**config.mk**
```make
export PLATFORM = sky130hd
export DESIGN_NAME = pipe_buffer
export DESIGN_NICKNAME = d
export VERILOG_FILES = /design/src/rtl/pipe_buffer.sv
export SDC_FILE = /design/constraint.sdc
export NUM_CORES = 1
export LEC_CHECK = 0
export CORE_MARGIN = 1.5
export CORE_UTILIZATION = 50
export CTS_CLUSTER_DIAMETER = 150
export CTS_CLUSTER_SIZE = 24
export DETAILED_ROUTE_END_ITERATION = 10
export PLACE_DENSITY = 0.82
export SKIP_LAST_GASP = 1
export SLEW_MARGIN = 15
export SYNTH_ARGS = -nofsm -noshare
export SYNTH_HDL_FRONTEND = slang
export SYNTH_SLANG_ARGS = --single-unit
export TNS_END_PERCENT = 5
```
**constraint.sdc**
```tcl
create_clock -name clk -period 5.7 [get_ports clk]
set_input_delay 0.57 -clock clk [delete_from_list [all_inputs] [get_ports clk]]
set_output_delay 0.57 -clock clk [all_outputs]
set_load 0.05 [all_outputs]
```
**src/rtl/pipe_buffer.sv**
```systemverilog
// pipe_buffer: DEPTH x WIDTH FIFO between pipeline stages with stall handshake and flush.
// Define PIPE_BUFFER_BYPASS_EN for zero-latency pass-through while empty.
module pipe_buffer #(
   parameter int WIDTH = 32,
   parameter int DEPTH = 2
) (
   input  logic                       clk,
   input  logic                       rst,
   input  logic                       flush,
   input  logic [WIDTH-1:0]           in_data,
   input  logic                       prev_stalled,
   output logic                       stall_prev,
   output logic [WIDTH-1:0]           out_data,
   output logic                       stall_next,
   input  logic                       next_stalled,
   output logic [$clog2(DEPTH+1)-1:0] occupancy
);
   localparam int PW = DEPTH > 1 ? $clog2(DEPTH) : 1;
   localparam int OW = $clog2(DEPTH + 1);
   localparam logic [PW-1:0] LAST = PW'(DEPTH - 1);
   localparam logic [OW-1:0] FULL = OW'(DEPTH);
   logic [WIDTH-1:0] mem_q [DEPTH];
   logic [PW-1:0] head_q, head_d, tail_q, tail_d;
   logic [OW-1:0] occ_q, occ_d;
   logic empty, push, pop, pass, wr, rd;
   always_comb begin
      empty = occ_q == '0;
      stall_prev = occ_q == FULL || flush;
`ifdef PIPE_BUFFER_BYPASS_EN
      stall_next = empty && !flush ? prev_stalled : empty;
      out_data = empty && !flush ? in_data : mem_q[head_q];
`else
      stall_next = empty;
      out_data = mem_q[head_q];
`endif
      push = !prev_stalled && !stall_prev && !flush;
      pop = !stall_next && !next_stalled && !flush;
      // a value accepted straight through while empty never touches storage
      pass = empty && push && pop;
      wr = push && !pass;
      rd = pop && !pass;
      head_d = flush ? '0 : rd ? (head_q == LAST ? '0 : head_q + PW'(1)) : head_q;
      tail_d = flush ? '0 : wr ? (tail_q == LAST ? '0 : tail_q + PW'(1)) : tail_q;
      occ_d = flush ? '0 : wr && !rd ? occ_q + OW'(1) : rd && !wr ? occ_q - OW'(1) : occ_q;
   end
   always_ff @(posedge clk or posedge rst)
      if (rst) begin
         head_q <= '0;
         tail_q <= '0;
         occ_q <= '0;
      end else begin
         head_q <= head_d;
         tail_q <= tail_d;
         occ_q <= occ_d;
      end
   always_ff @(posedge clk)
      if (wr) mem_q[tail_q] <= in_data;
   assign occupancy = occ_q;
   occ_bound: assert property (@(posedge clk) disable iff (rst) occ_q <= FULL);
endmodule
```
Word-level counts from Yosys, hierarchy flattened
Memories as Yosys holds them, arrays and structs flattened.
Cells that the tools add are included.
Widths: inputs -> output; s select.
{"block": "totals", "register_bits": 4, "mem_bits_rw": 64, "input_bits": 37, "output_inout_bits": 36, "word_cells": 43, "memories": 1}
{"name": "mem_q", "words": 2, "width": 32, "read_ports": 1, "rd_clocked_by_memory_dff": 0, "write_ports": 1, "line_no": "22", "rtl": "logic [WIDTH-1:0] mem_q [DEPTH];"}
{"block": "classes", "n_addsub": 4, "eq_ne": 1, "mux": 11, "n_reduce_logical": 23}
{"cell": "$logic_and 1x1->1", "count": 10}
{"cell": "$logic_not 1->1", "count": 8}
{"cell": "$mux 1", "count": 8}
{"cell": "$mux 2", "count": 3}
{"cell": "$reduce_bool 2->1", "count": 2}
{"cell": "$reduce_bool 3->1", "count": 1}
{"cell": "$add 1x1->1 const B", "count": 2}
{"cell": "$add 2x1->2 const B", "count": 1}
{"cell": "$eq 2x2->1 const B", "count": 1}
{"cell": "$logic_not 2->1", "count": 1}
{"cell": "$sub 2x1->2 const B", "count": 1}
{"cell": "$logic_or 1x1->1", "count": 1}

Longest topological paths before layout
Gate-level depths: netlist of the first run.
{"block": "logic_depth", "ltp_word": 14, "mapped_depth": 4, "ltp_nobuf": 3}

Worst setup path after synthesis of the first run
Ideal clock, no wire load.
{"block": "synth_timing", "path_type": "flip-flop to flip-flop", "start": "reg occ_q[1], in the netlist occupancy[1]", "end": "mem mem_q[0][0], enable pin", "setup_ns": 0.461, "arrival_ns": 3.578, "t_required_ns": 5.239, "path_slack_ns": 1.661, "path_stages_with_launch": 4, "n_path_buf": 0, "synth_period_minus_slack_ns": 4.039, "path_cell_list": "dfrtp_1 > nor2b_1 > or2_1 > nor3_1"}
{"block": "synth_between", "elab_chain_cells": 11, "elab_cells_between_ends": 15, "classes_between": "eq/ne (1); mux (2); reduce/logical (12)"}
{"element": "start, declared", "line_no": "24", "rtl": "logic [OW-1:0] occ_q, occ_d;"}
{"element": "start signal, assigned", "line_no": "50", "rtl": "occ_q <= '0;"}
{"element": "start signal, assigned", "line_no": "54", "rtl": "occ_q <= occ_d;"}
{"element": "$eq 2x2->1 *", "line_no": "28", "rtl": "stall_prev = occ_q == FULL || flush;"}
{"element": "$logic_or 1x1->1 *", "line_no": "28"}
{"element": "net stall_prev", "line_no": "12", "rtl": "output logic stall_prev,"}
{"element": "$logic_not 1->1 *", "line_no": "36", "rtl": "push = !prev_stalled && !stall_prev && !flush;"}
{"element": "$logic_and 1x1->1 * (2 in a row)", "line_no": "36"}
{"element": "$logic_and 1x1->1 (2 in a row)", "line_no": "39", "rtl": "pass = empty && push && pop;"}
{"element": "$logic_not 1->1", "line_no": "40", "rtl": "wr = push && !pass;"}
{"element": "$logic_and 1x1->1 *", "line_no": "40"}
{"element": "$mux 1 *", "line_no": "57", "rtl": "if (wr) mem_q[tail_q] <= in_data;"}
{"element": "$mux 1 (not written as such) *", "line_no": "57"}
{"element": "end, declared", "line_no": "22"}
The timed path passes the listed nets; every way through them passes the cells marked *.

Worst setup path after layout of the first run
{"block": "layout_timing", "start": "reg head_q", "end": "out out_data[17]"}
{"block": "layout_between", "elab_chain_cells": 1}
{"element": "start, declared", "line_no": "23", "rtl": "logic [PW-1:0] head_q, head_d, tail_q, tail_d;"}
{"element": "start signal, assigned", "line_no": "48", "rtl": "head_q <= '0;"}
{"element": "start signal, assigned", "line_no": "52", "rtl": "head_q <= head_d;"}
{"element": "$mem_v2 2x32"}
{"element": "end, declared", "line_no": "13", "rtl": "output logic [WIDTH-1:0] out_data,"}
No other way between the ends.

==> results.json, run 1 <==
{
  "cts_buffer_depth": 2,
  "core_um2": 4820,
  "dp_hpwl_mm": 3.09,
  "worst-path-stages": 3,
  "grt_overflow": 0,
  "vdd_drop_max_uv": 210,
  "endpoint_kind": "output port",
  "combinationalPowerShare_pct": 16.2,
  "cp_slowest_cell": "dfrtp_1",
  "yosysWarningCount": 0,
  "yosysTopAreaCell": "edfxtp_1",
  "ioPinCount": 73,
  "postRouteAntennaNets": 0,
  "p_leak_nw": 1.20,
  "synth_top_area_share_pct": 75.5,
  "critPathTopFamily": "buffers and inverters",
  "syn_avg_cell_area_um2": 20.0,
  "design_area_um2": 3530,
  "die_area_um2": 5530,
  "cts.sinks": 68,
  "worst_slack_ns": 2.55,
  "antenna_found_initial": 0,
  "grt_pass1_vias": 1496,
  "drc": 0,
  "cts_buffers": 9,
  "max_freq_ghz": 0.317,
  "grt_max_degree": 33,
  "drtIter0Drc": 131,
  "period_share_pct": 55.3,
  "cts_setup_buffers": 0,
  "synth.area.top_cells": "edfxtp_1, mux2_2, dfrtp_1",
  "worst_slew_pin_slew_ns": 0.669,
  "synthArstFlopShare_pct": 5.88,
  "antennaDiodeCount": 0,
  "synthesis.area_um2": 2550,
  "initial_core_util_pct": 52.9,
  "place_ws_ns": 2.90,
  "critical_path.n_buffers_inverters": 2,
  "die_y_um": 74.4,
  "crit_path_start": "head_q$_DFFE_PP0P_",
  "power.switching_uw": 282,
  "synthesis.instances": 127,
  "hold_path.class": "input pin to async pin",
  "cts-root-buf": "clkbuf_8",
  "synth_ff_type": "edfxtp_1",
  "reg2reg_depth": 4,
  "pwr-share-seq_pct": 51.3,
  "synthesis.nets": 164,
  "power_density_nw_per_um2": 317,
  "clk_latency_ns": 0.33,
  "cts_tree": "yes",
  "vias_per_cell": 5.10,
  "clkPwrFrac_pct": 32.5,
  "cts_resized": 0,
  "hold_buffers": 0,
  "ys_seq_area_share_pct": 79.4,
  "fin_crit_ns": 3.15,
  "critPathRequiredTime_ns": 5.13,
  "arrival_ns": 2.58,
  "synthToLayoutAreaGrowth_pct": 38.8,
  "fin_hold_ws_ns": 0.420,
  "drive_gt1_share_pct": 24.4,
  "synth_edf_count": 64,
  "cp_max_fo": 19,
  "die_x_um": 74.4,
  "intPower_uw": 840,
  "fin_skew_ns": 0.00358,
  "rsz0062_at_grt": "no",
  "hold_viol_final": 0,
  "htree_levels": 3,
  "post_dp_cell_area_um2": 3350,
  "grt_first_pass_wirelength_mm": 6.97,
  "start_kind": "register",
  "synth_cell_types": 20,
  "wire_per_inst_um": 16.6,
  "clk_pin_slew_worst_paths_ns": 0.07,
  "routed_wl_mm": 4.64,
  "worstReg2RegStart": "occupancy[1]$_DFFE_PP0P_",
  "grt_use_total_pct": 18.1,
  "setup_tns_ns": 0,
  "slew_headroom_pct": 55.4,
  "vias": 1429,
  "cp_cell_sequence": "buf_4 > mux2_2 > clkdlybuf4s50_1",
  "netlist_top_cells_count": "edfxtp_1, mux2_2, a21oi_1, dfrtp_1, buf_4",
  "fin_nets": 245,
  "row_count": 25,
  "ys_ff_latch": 68,
  "critical_path_class": "register to output port",
  "slowest_delay_ns": 0.77,
  "gp_congestion": 0.793,
  "setup_violations": 0,
  "synthMostInstantiatedCell": "edfxtp_1",
  "firstDrtPassIters": 4,
  "maxSlewViolCount": 0,
  "maxCapViolCount": 0,
  "status": "finished clean",
  "io_buffers": 72,
  "sw_frac_of_total_pct": 25.1
}
## stage by stage
stage | total power [mW] | std cells | util [%]
6_report | 1.12 | 280 | 73.4
5_1_grt | 1.16 | 280 | 73.4
4_1_cts | 1.13 | 280 | 73.4
3_5_place_dp | 0.768 | 264 | 69.6
3_3_place_gp | 0.763 | 264 | 69.6
2_1_floorplan | 0.694 | 127 | -
## cells in the final DEF (no fill, tap or decap), drive strengths merged
cell type and count:
nor3 1, o211ai 1, clkdlybuf4s50 72, edfxtp 64, a211o 1, nor2 1
o21ai 3, bufinv 1, o21a 1, clkinv 5, a21oi 4, buf 3
clkbuf 10, nor3b 2, nor2b 2, nand3 1, mux2 32, or2 1
inv 2, dfrtp 4, or3 2
## sequential cells by signal, summed over array words and instances, names as in the netlist
register / cells
mem_q: 64
tail_q: 1
occupancy: 2
head_q: 1
## final timing paths
path                                             to  slack [ns]
setup reg to reg              mem_q[1][7]$_DFFE_PP_        3.78
hold reg to reg                  tail_q$_DFFE_PP0P_        0.66
max in group asynchronous  occupancy[1]$_DFFE_PP0P_        5.12
min in group clk                 tail_q$_DFFE_PP0P_        0.66
setup / recovery                       out_data[17]        2.55
hold / removal                   head_q$_DFFE_PP0P_        0.42
## per-layer routing
metal | share of wire (%) | GRT usage, %
met5 | 0 | 0
met4 | 2.1 | 12.3
met3 | 8.0 | 6.10
met1 | 41 | 21.6
met2 | 49 | 27.9
## cells by family (layout without fill, tap and decap cells)
group / after synthesis / count (layout) / synth area share (%)
compound gates: 10 / 10 / 2.31
buf+inv: 7 / 93 / 1.57
flops: 68 / 68 / 79.4
mux: 32 / 32 / 14.2
simple gates: 10 / 10 / 2.55
## power by group through the flow
stage	combinational, mW	clock [mW]	sequential [mW]
final	0.181	0.365	0.575
after CTS	0.183	0.370	0.576
after detailed placement	0.182	0	0.586
after floorplan	0.109	0	0.585
after global routing	0.190	0.390	0.577
after global placement	0.178	0	0.585
## worst register-to-register path: cells and delay by family (launching register included)
family                 cells  cell delay [ns]
buffers and inverters      1             0.41
flip-flops                 1             0.45
AND/OR/NAND/NOR            3             0.70
## final cells by class
class	instances	area, um^2
clock buffer	10	128
clock inverter	6	55.1
fill	327	1280
inverter	2	7.51
multi-input combinational	52	495
sequential	68	2020
tap	67	83.8
timing repair buffer	75	743
No activity file was read; power rests on OpenSTA's default activity.
==> inputs of run 2 (changes only) <==
--- a/config.mk
+++ b/config.mk
@@ -6,11 +6,11 @@
 export NUM_CORES = 1
 export LEC_CHECK = 0
 export CORE_MARGIN = 1.5
-export CORE_UTILIZATION = 50
+export CORE_UTILIZATION = 42
 export CTS_CLUSTER_DIAMETER = 150
 export CTS_CLUSTER_SIZE = 24
 export DETAILED_ROUTE_END_ITERATION = 10
-export PLACE_DENSITY = 0.82
+export PLACE_DENSITY = 0.74
 export SKIP_LAST_GASP = 1
 export SLEW_MARGIN = 15
 export SYNTH_ARGS = -nofsm -noshare
==> constraint.sdc (replaced) <==
create_clock -name clk -period 2.7 [get_ports clk]
set_input_delay 0.27 -clock clk [delete_from_list [all_inputs] [get_ports clk]]
set_output_delay 0.27 -clock clk [all_outputs]
set_load 0.05 [all_outputs]
==> run 2 against run 1 <==
Net effect:
- power is 120% higher
- core utilization down 7.3 points
- count of clock-buffer cells in the layout fell by 1
- cell count grew 2.9%
- critical path type unchanged
- design area is 10% higher
- clock power grew 120%
==> results.json, run 2 (synthesized netlist as in run 1, its figures left out) <==
{
  "initial_core_util_pct": 43.3,
  "fin_nets": 245,
  "design_area_um2": 3890,
  "cts_tree": "yes",
  "final_cells": 288,
  "htree_levels": 3,
  "status": "finished clean",
  "fin_crit_ns": 2.37,
  "dp_hpwl_mm": 2.93,
  "largest_register_ffs": 64,
  "cts.sinks": 68,
  "final_cell_mix": "edfxtp_1, clkdlybuf4s50_1, mux2_2, buf_12, clkbuf_8",
  "layout.area.seq_um2": 2020,
  "post_dp_cell_area_um2": 3690,
  "rsz0062_at_grt": "no",
  "drive_gt1_share_pct": 39.9,
  "setup_tns_ns": 0,
  "grt_use_total_pct": 14.0,
  "row_count": 28,
  "arrival_ns": 2.10,
  "power_density_nw_per_um2": 643,
  "cts_buffer_depth": 2,
  "grt_overflow": 0,
  "worst_slew_pin_slew_ns": 0.501,
  "p_leak_nw": 1.38,
  "antennaDiodeCount": 0,
  "hold_path.class": "input pin to async pin",
  "die_y_um": 80.9,
  "maxCapViolCount": 0,
  "grt_max_degree": 33,
  "grt_pass1_vias": 1313,
  "fillCellCount": 401,
  "critical_path_class": "register to output port",
  "critPathRequiredTime_ns": 2.43,
  "cts-root-buf": "clkbuf_8",
  "maxSlewViolCount": 0,
  "finalPower_mw": 2.50,
  "layout_commonest_cell": "edfxtp_1",
  "dp_cells": 272,
  "fin_skew_ns": 0.00903,
  "hold_buffers": 0,
  "cts_setup_buffers": 0,
  "max_freq_ghz": 0.421,
  "setup_violations": 0,
  "grt_first_pass_wirelength_mm": 6.41,
  "drc": 0,
  "utilization_pct": 66.1,
  "clk_pin_slew_worst_paths_ns": 0.07,
  "synthToLayoutAreaGrowth_pct": 52.8,
  "multi_input_area_um2": 502,
  "cp_max_fo": 7,
  "ioPinCount": 73,
  "endpoint_kind": "output port",
  "die_area_um2": 6540,
  "slew_headroom_pct": 66.5,
  "hold_viol_final": 0,
  "vias_per_cell": 4.81,
  "antenna_found_initial": 0,
  "io_buffers": 72,
  "start_kind": "register",
  "cts_buffers": 9,
  "cts_resized": 0,
  "die_x_um": 80.9,
  "vdd_drop_max_uv": 357,
  "wire_per_inst_um": 15.1,
  "vias": 1385,
  "period_share_pct": 87.9,
  "max_flop_register": "mem_q",
  "clk_latency_ns": 0.32,
  "core_um2": 5890,
  "postRouteAntennaNets": 0,
  "routed_wl_mm": 4.35,
  "reg2reg_depth": 4,
  "drtIter0Drc": 60,
  "gp_congestion": 0.746,
  "firstDrtPassIters": 4
}
==> run 2: cell types whose count changed in the layout (fill, tap and decap cells not counted), sizes merged <==
cell,before,now
buf,3,35
clkbuf,10,9
clkdlybuf4s50,72,40
clkinvlp,0,1
==> run 2: area by class of cell <==
class | count | share of cell area (%)
sequential | 68 | 52.0
timing repair buffer | 75 | 27.3
multi-input combinational | 52 | 12.9
clock buffer | 9 | 3.18
tap | 75 | 2.41
clock inverter | 7 | 1.99
inverter | 2 | 0.193
==> run 2: path summary, 6_finish.rpt <==
path	from	endpoint	slack, ns
setup / recovery	occupancy[1]$_DFFE_PP0P_	stall_prev	0.33
hold / removal	rst	occupancy[1]$_DFFE_PP0P_	0.14
setup reg to reg	occupancy[1]$_DFFE_PP0P_	mem_q[1][3]$_DFFE_PP_	0.84
hold reg to reg	tail_q$_DFFE_PP0P_	tail_q$_DFFE_PP0P_	0.62
max in group asynchronous	rst	head_q$_DFFE_PP0P_	2.40
min in group clk	in_data[18]	mem_q[1][18]$_DFFE_PP_	0.52
==> run 2: per-stage QoR <==
| step | hold slack, ns | worst slack, ns |
|---|---|---|
| final | 0.136 | 0.326 |
| after global routing | 0.154 | 0.180 |
| after CTS | 0.129 | 0.303 |
| after detailed placement | 0.485 | 0.504 |
| after global placement | 0.475 | 0.522 |
| after floorplan | 0.0361 | 0.00650 |
==> run 2: critical path: stages (launching register included) <==
cell             delay [ns]
dfrtp_1                0.44
nor2b_1                0.24
or2_1                  0.25
clkdlybuf4s50_1        0.85
==> run 2: metal layers <==
| layer | routed length [um] | global-route usage, % |
|---|---|---|
| met5 | 0 | 0 |
| met4 | 54 | 4.66 |
| met3 | 203 | 5.96 |
| met2 | 2290 | 22.8 |
| met1 | 1800 | 16.7 |
==> run 2: where the power goes <==
group / switching (mW) / leakage, nW / internal, mW
Clock: 0.379 / 0.0994 / 0.431
Combinational: 0.244 / 0.641 / 0.238
Sequential: 0.0154 / 0.640 / 1.20
Total: 0.639 / 1.38 / 1.86
==> inputs of run 3 (changes only) <==
--- a/config.mk
+++ b/config.mk
@@ -6,11 +6,11 @@
 export NUM_CORES = 1
 export LEC_CHECK = 0
 export CORE_MARGIN = 1.5
-export CORE_UTILIZATION = 42
+export CORE_UTILIZATION = 47
 export CTS_CLUSTER_DIAMETER = 150
 export CTS_CLUSTER_SIZE = 24
 export DETAILED_ROUTE_END_ITERATION = 10
-export PLACE_DENSITY = 0.74
+export PLACE_DENSITY = 0.78
 export SKIP_LAST_GASP = 1
 export SLEW_MARGIN = 15
 export SYNTH_ARGS = -nofsm -noshare
==> constraint.sdc (replaced) <==
create_clock -name clk -period 2.35 [get_ports clk]
set_input_delay 0.235 -clock clk [delete_from_list [all_inputs] [get_ports clk]]
set_output_delay 0.235 -clock clk [all_outputs]
set_load 0.05 [all_outputs]
==> run 3 against run 2 <==
Net effect:
- sequential share of layout area down 0.24 points
- non-clock buffer count up 2
- first-iteration DRC count up 67%
- worst hold slack worse by 0.053 ns
- critical path depth down 1
- register-to-register slack worse by 0.28 ns
- clock skew down 0.0022 ns
- via count up 5.0%
- global-route usage up 4.6 points
- setup slack worse by 0.035 ns
- largest cell class unchanged
==> results.json, run 3 (synthesized netlist as in run 1, its figures left out) <==
{
  "clk_pin_slew_worst_paths_ns": 0.07,
  "vias": 1454,
  "met3_usage_pct": 4.67,
  "r2r_end": "mem_q[0][14]$_DFFE_PP_",
  "fillCellCount": 269,
  "grt_first_pass_wirelength_mm": 7.76,
  "cp_slowest_cell": "clkdlybuf4s50_1",
  "dp_hpwl_mm": 3.50,
  "critical_path.n_buffers_inverters": 1,
  "cts_tree": "yes",
  "fin_nets": 247,
  "cp_max_fo": 7,
  "vdd_drop_max_uv": 402,
  "worst_slew_pin_slew_ns": 0.498,
  "period_share_pct": 87.6,
  "design_area_um2": 3910,
  "clk_latency_ns": 0.34,
  "status": "finished clean",
  "drive_gt1_share_pct": 41.4,
  "vias_per_cell": 5.10,
  "cts_buffers": 9,
  "start_kind": "register",
  "fin_hold_ws_ns": 0.0836,
  "drc": 0,
  "finalPower_mw": 2.95,
  "final_cells": 285,
  "grt_overflow": 0,
  "layout_commonest_cell": "edfxtp_1",
  "grtUsageMet1_pct": 21.0,
  "grt.busiest_layer": "met2",
  "slowest_delay_ns": 0.84,
  "maxCapViolCount": 0,
  "antennaDiodeCount": 0,
  "hold_viol_final": 0,
  "routed_wl_mm": 5.03,
  "critical_path_class": "register to output port",
  "largest_register_ffs": 64,
  "worst_slack_ns": 0.292,
  "setup_violations": 0,
  "grt_use_total_pct": 18.6,
  "reg2reg_depth": 4,
  "core_um2": 5170,
  "postRouteAntennaNets": 0,
  "cp_cell_sequence": "nor2_1 > clkdlybuf4s50_1",
  "dp_cells": 269,
  "fin_crit_ns": 2.06,
  "r2r_slack_ns": 0.56,
  "final_cell_mix": "edfxtp_1, clkdlybuf4s50_1, mux2_2, buf_12, clkbuf_8",
  "cts_setup_buffers": 0,
  "maxSlewViolCount": 0,
  "drtIter0Drc": 100,
  "grt_pass1_vias": 1532,
  "cts.sinks": 68,
  "hold_buffers": 0,
  "cts_buffer_depth": 2,
  "antenna_found_initial": 0,
  "post_dp_cell_area_um2": 3710,
  "synthToLayoutAreaGrowth_pct": 53.7,
  "cts-root-buf": "clkbuf_8",
  "critPathRequiredTime_ns": 2.12,
  "use_met2_pct": 30.4,
  "setup_tns_ns": 0,
  "io_buffers": 72,
  "fin_skew_ns": 0.00682,
  "die_area_um2": 5870,
  "p_leak_nw": 1.40,
  "gp_congestion": 0.731,
  "max_flop_register": "mem_q",
  "cts_resized": 0,
  "rsz0062_at_grt": "no",
  "critPathTopFamily": "buffers and inverters",
  "firstDrtPassIters": 4,
  "htree_levels": 3,
  "die_x_um": 76.6,
  "slew_headroom_pct": 66.7,
  "max_freq_ghz": 0.486,
  "ioPinCount": 73,
  "die_y_um": 76.6,
  "arrival_ns": 1.82,
  "hold_path.class": "input pin to async pin",
  "power_density_nw_per_um2": 753,
  "worstReg2RegStart": "occupancy[1]$_DFFE_PP0P_",
  "place_ws_ns": 0.402,
  "grt_max_degree": 33,
  "wire_per_inst_um": 17.7,
  "crit_path_start": "occupancy[0]$_DFFE_PP0P_",
  "initial_core_util_pct": 49.2,
  "endpoint_kind": "output port",
  "row_count": 26,
  "utilization_pct": 75.6
}
## run 3: cell count changes in the layout (fill, tap and decap cells not counted), moves of 2 or more
cell and change:
dfrtp_2 +2, buf_4 +3, dfrtp_1 -2, clkinv_1 +3
clkinv_4 -4
## run 3: how the worst max path moves through the flow
stage | end | cells past startpoint
2_1_floorplan | mem_q[1][0]$_DFFE_PP_ | 3
3_3_place_gp | mem_q[0][28]$_DFFE_PP_ | 4
3_5_place_dp | mem_q[0][28]$_DFFE_PP_ | 4
4_1_cts | stall_next | 2
5_1_grt | stall_next | 2
6_report | stall_next | 2
## run 3: layer usage
layer	part of all wire [%]	up-vias	routed length [um]
li1	-	662	-
met2	52	64	2620
met5	0	-	0
met4	3.3	0	168
met3	5.8	18	291
met1	39	710	1960
## run 3: layout make-up
type                            instances  area [um^2]  share of cell area [%]
Timing Repair Buffer                   77         1080                    27.5
Multi-Input combinational cell         52          512                    13.1
Inverter                                2         7.51                   0.192
Clock inverter                          7         81.3                    2.08
Sequential cell                        68         2020                    51.7
Tap cell                               70         87.6                    2.24
Clock buffer                            9          124                    3.17
## run 3: power breakdown
part | total (mW) | switching, mW | internal, mW
clock network | 0.986 | 0.404 | 0.582
logic | 0.569 | 0.292 | 0.277
registers | 1.39 | 0.0161 | 1.38
